===== src/rtl/dd_pkg.sv =====
// Shared types and default sizing for the dd result stream.
package dd_pkg;
   localparam int unsigned DD_W      = 8;
   localparam int unsigned DEPTH_DEF = 16;
   localparam int unsigned AW_DEF    = 4;

   // Bit 0 is the MSB, matching the producer's declaration.
   typedef logic [0:DD_W-1] dd_t;
endpackage


===== src/rtl/dd_capture_mem.sv =====
// DEPTH x dd_t storage: one synchronous write port and one asynchronous read port.
// This module is the only driver of the storage array.
module dd_capture_mem
   import dd_pkg::*;
#(
   parameter int unsigned DEPTH = DEPTH_DEF,
   parameter int unsigned AW    = AW_DEF
) (
   input  logic          clk,
   input  logic          wr_en,
   input  logic [AW-1:0] wr_addr,
   input  dd_t           wr_data,
   input  logic [AW-1:0] rd_addr,
   output dd_t           rd_data
);
   dd_t r_mem [DEPTH];

   always_ff @(posedge clk) begin
      if (wr_en) r_mem[wr_addr] <= wr_data;
   end

   assign rd_data = r_mem[rd_addr];
endmodule


===== src/rtl/dd_capture_fifo.sv =====
// Capture FIFO for the dd result stream: drops and flags writes when full.
// Optional saturating drop counter enabled by DD_CAPTURE_DROPCNT_EN.
module dd_capture_fifo
   import dd_pkg::*;
#(
   parameter int unsigned DEPTH = DEPTH_DEF,
   parameter int unsigned AW    = AW_DEF
) (
   input  logic          clk,
   input  logic          rst,
   input  logic          in_valid,
   input  logic [0:7]    in_data,
   output logic          out_valid,
   input  logic          out_ready,
   output logic [0:7]    out_data,
   output logic [AW:0]   count,
   output logic          full,
   output logic          empty,
   output logic          overflow
`ifdef DD_CAPTURE_DROPCNT_EN
   ,
   output logic [7:0]    drop_cnt
`endif
);
   localparam logic [AW:0] LP_DEPTH = (AW+1)'(DEPTH);

   logic [AW-1:0] r_wr_ptr;
   logic [AW-1:0] r_rd_ptr;
   logic [AW:0]   r_count;
   logic          r_overflow;
   logic          w_full;
   logic          w_empty;
   logic          w_push;
   logic          w_pop;
   logic          w_drop;
   dd_t           w_rd_data;

   assign w_full  = (r_count == LP_DEPTH);
   assign w_empty = (r_count == '0);
   assign w_pop   = !w_empty && out_ready;
   // A pop in the same cycle frees a slot, so a full FIFO still accepts the push.
   assign w_push  = in_valid && (!w_full || w_pop);
   assign w_drop  = in_valid && w_full && !w_pop;

   dd_capture_mem #(.DEPTH(DEPTH), .AW(AW)) u_mem (
      .clk     (clk),
      .wr_en   (w_push),
      .wr_addr (r_wr_ptr),
      .wr_data (in_data),
      .rd_addr (r_rd_ptr),
      .rd_data (w_rd_data)
   );

   always_ff @(posedge clk) begin
      if (rst) begin
         r_wr_ptr   <= '0;
         r_rd_ptr   <= '0;
         r_count    <= '0;
         r_overflow <= 1'b0;
      end else begin
         if (w_push) r_wr_ptr <= r_wr_ptr + 1'b1;
         if (w_pop)  r_rd_ptr <= r_rd_ptr + 1'b1;
         unique case ({w_push, w_pop})
            2'b10:   r_count <= r_count + 1'b1;
            2'b01:   r_count <= r_count - 1'b1;
            default: r_count <= r_count;
         endcase
         if (w_drop) r_overflow <= 1'b1;
      end
   end

`ifdef DD_CAPTURE_DROPCNT_EN
   logic [7:0] r_drop_cnt;

   always_ff @(posedge clk) begin
      if (rst)                              r_drop_cnt <= '0;
      else if (w_drop && r_drop_cnt != '1)  r_drop_cnt <= r_drop_cnt + 1'b1;
   end

   assign drop_cnt = r_drop_cnt;
`endif

   assign out_valid = !w_empty;
   assign out_data  = w_rd_data;
   assign count     = r_count;
   assign full      = w_full;
   assign empty     = w_empty;
   assign overflow  = r_overflow;
endmodule

===== config.mk =====
export PLATFORM = sky130hd
export DESIGN_NAME = dd_capture_fifo
export DESIGN_NICKNAME = d
export VERILOG_FILES = /design/src/rtl/dd_pkg.sv /design/src/rtl/dd_capture_mem.sv /design/src/rtl/dd_capture_fifo.sv
export SDC_FILE = /design/constraint.sdc
export NUM_CORES = 1
export LEC_CHECK = 0
export BUFFER_PORTS_ARGS = -buffer_cell sky130_fd_sc_hd__buf_2
export CORE_UTILIZATION = 55
export CTS_CLUSTER_DIAMETER = 200
export DETAILED_ROUTE_END_ITERATION = 12
export GPL_TIMING_DRIVEN = 0
export PLACE_DENSITY_LB_ADDON = 0.2
export SYNTH_ARGS = -nofsm -noshare
export SYNTH_HDL_FRONTEND = slang
export SYNTH_HIERARCHICAL = 1
export SYNTH_SLANG_ARGS = --single-unit

===== constraint.sdc =====
create_clock -name clk -period 2.75 [get_ports clk]
set_input_delay 0.1375 -clock clk [delete_from_list [all_inputs] [get_ports clk]]
set_output_delay 0.1375 -clock clk [all_outputs]
set_load 0.01 [all_outputs]

==> flow_summary.yaml <==
place:
  post-place-ws_ns: -0.207
  hpwl_mm: 7.19
  gp_congestion: 0.868
  portBuffers: 26
  post_dp_cell_area_um2: 6180
  dp.cells: 478
pwr:
  leakagePower_nw: 2.34
  p_int_mw: 4.70
  power_frac_comb_pct: 22.9
  peakVddDrop_v: 0.000727
  power_frac_seq_pct: 39.7
  clkPwrFrac_pct: 37.5
  power_density_nw_per_um2: 936
  power_switching_mw: 1.72
  swShare_pct: 26.8
layout:
  area_growth_pct: 16.6
  stdcell_count: 511
  mostFrequentLayoutCell: "edfxtp_1"
  final_core_util_pct: 66.4
  drive_gt1_share_pct: 26.9
  diodes: 0
  nets: 382
  mostFrequentLayoutCells: "edfxtp_1, buf_2, nor2_1"
  fin_area_um2: 6860
timing:
  fin_worst_skew_ns: 0.00962
  fin_crit_ns: 2.59
  fmax_mhz: 386
  tns_ns: 0
  finalMaxSlewViolations: 0
  hold_violations: 0
  finalSetupViolCount: 0
  worst_pin_slew_ns: 1.27
  worst_slack_ns: 0.159
  rsz0062_at_grt: "false"
  relSlewSlack_pct: 14.6
  fin_crit_sh_pct: 94.2
grt:
  grt_pass1_vias: 3055
  grt_max_degree: 17
  overflow: 0
  antenna_found_initial: 0
  grt_pass1_wl_mm: 17.1
  grt_usage_pct: 22.0
floorplan:
  io_pins: 29
  dieArea_um2: 11100
  die_h_um: 105
  initial_core_util_pct: 57.0
  rows: 37
  die_x_um: 105
  core_um2: 10300
flow_run:
  cap_viol_max_count: 0
drt:
  drc: 0
  drt_pass1_iterations: 8
  drt-total-wl_mm: 11.3
  drt_iter0_drc: 255
  vias_per_cell: 6.00
  postRouteAntennaNets: 0
  wire_per_inst_um: 22.1
  vias: 3068
cts:
  cts_setup_buffers: 0
  htree_num_levels: 4
  clkSinkCount: 142
  cts_buffer_depth: 2
  cts_inserted_buffers: 17
  clk_pin_slew_ns: 0.06
  cts_root_buffer: "clkbuf_8"
  cts_tree: "yes"
  clkLatencyLatePin_ns: 0.52
setup_path:
  cp.required_ns: 3.20
  cp_slowest_cell: "or4_1"
  end_kind: "register"
  cp_max_fo: 9
  start_kind: "register"
  critPathKind: "register to register"
  worstPathArrival_ns: 3.04
  path_cells: "or4_1 -> buf_6 -> o21ai_4 -> inv_2 -> fa_1 -> nand3_1 -> a21oi_1 -> a311o_1 -> a31oi_1"
  slowest_delay_ns: 0.55
synth:
  synth_nets: 334
  yosysWarnings: 6
  synth.avg_cell_area_um2: 18.6
  synth_cell_type_count: 46
  syn_inst: 316
  synth_edf_count: 128
  ys_ff_latch: 142
  ys.flop_type: "edfxtp_1"
  syn_area_um2: 5880
  async_flop_share_pct: 0
  yosysSeqAreaShare_pct: 70.1
run_status:
  status: "finished clean"
min_path:
  hold_path_class: "input port to register"
[cells in the mapped netlist, drive strengths merged (5+ instances only)]
master | count | area share (%)
a21oi | 6 | 0.51
a22oi | 16 | 2.0
buf | 10 | 1.7
dfxtp | 14 | 4.8
edfxtp | 128 | 65
ha | 5 | 1.1
inv | 5 | 0.32
mux4 | 32 | 13
nand2 | 11 | 0.70
nand3 | 6 | 0.51
nor2 | 25 | 1.6
nor3 | 10 | 0.85
xor2 | 5 | 0.74
[registers in the layout (all words and copies together) (netlist names)]
| name | count |
|---|---|
| overflow | 1 |
| u_mem/r_mem | 128 |
| r_rd_ptr | 4 |
| r_wr_ptr | 4 |
| count | 5 |
[worst paths after layout]
check,slack (ns),cells past startpoint,to,from
max reg2reg,0.16,9,count[4],count[1]
min,0.02,1,u_mem/r_mem[3][0],in_data[7]
max,0.16,9,count[4],count[1]
min reg2reg,0.47,2,overflow,overflow
[final cells by class]
type                            instances  area, um^2
Buffer                                 14         133
Clock buffer                           17         414
Clock inverter                         13         211
Fill cell                             639        3470
Inverter                                5        18.8
Multi-Input combinational cell        155        1620
Sequential cell                       142        4130
Tap cell                              136         170
Timing Repair Buffer                   29         160
[repair_timing]
item / 4_1_cts / 5_1_grt
hold buffers: 3 / 0
pin swaps: 0 / 0
endpoints found under the hold margin: 11 / 0
setup endpoints to repair: 8 / 17
gates cloned: 0 / 0
gates resized for setup: 1 / 4
[per-stage QoR]
| step | hold WS, ns | power [mW] |
|---|---|---|
| 3_3_place_gp | 0.381 | 4.02 |
| 5_1_grt | 0.0167 | 6.66 |
| 3_5_place_dp | 0.387 | 4.05 |
| 6_report | 0.0249 | 6.41 |
| 2_1_floorplan | 0.207 | 3.62 |
| 4_1_cts | 0.00380 | 6.46 |
[critical path, delay by kind of cell, from the launching register on]
family          cells  cell delay [ns]
flops               1             0.40
buf+inv             2             0.28
fa+ha+maj           1             0.42
simple gates        2             0.71
compound gates      4             0.71
[cells by family (layout without fill, tap and decap cells)]
kind of cell	after synthesis	count (layout)	share of synthesized area, %
DFF	142	142	70.1
and+or+nand+nor	69	69	6.02
muxes	37	37	14.0
AOI/OAI and AO/OA	36	36	4.79
buffers and inverters	19	78	2.57
xor gates and xnor gates	7	7	1.04
adders and majority gates	6	6	1.40
[power groups by stage]
stage          combinational (mW)  clock [mW]  sequential (mW)
5_1_grt                      1.57        2.52             2.56
3_5_place_dp                 1.46           0             2.59
4_1_cts                      1.47        2.44             2.54
6_report                     1.47        2.40             2.54
3_3_place_gp                 1.44           0             2.58
2_1_floorplan                1.04           0             2.58
[metal layers]
layer	vias up	routed length (um)	global-route usage (%)
li1	1386	-	-
met1	1520	4590	29.2
met2	138	5750	35.4
met3	24	729	5.26
met4	0	248	8.55
met5	-	0	0
No activity file was read; power rests on OpenSTA's default activity.
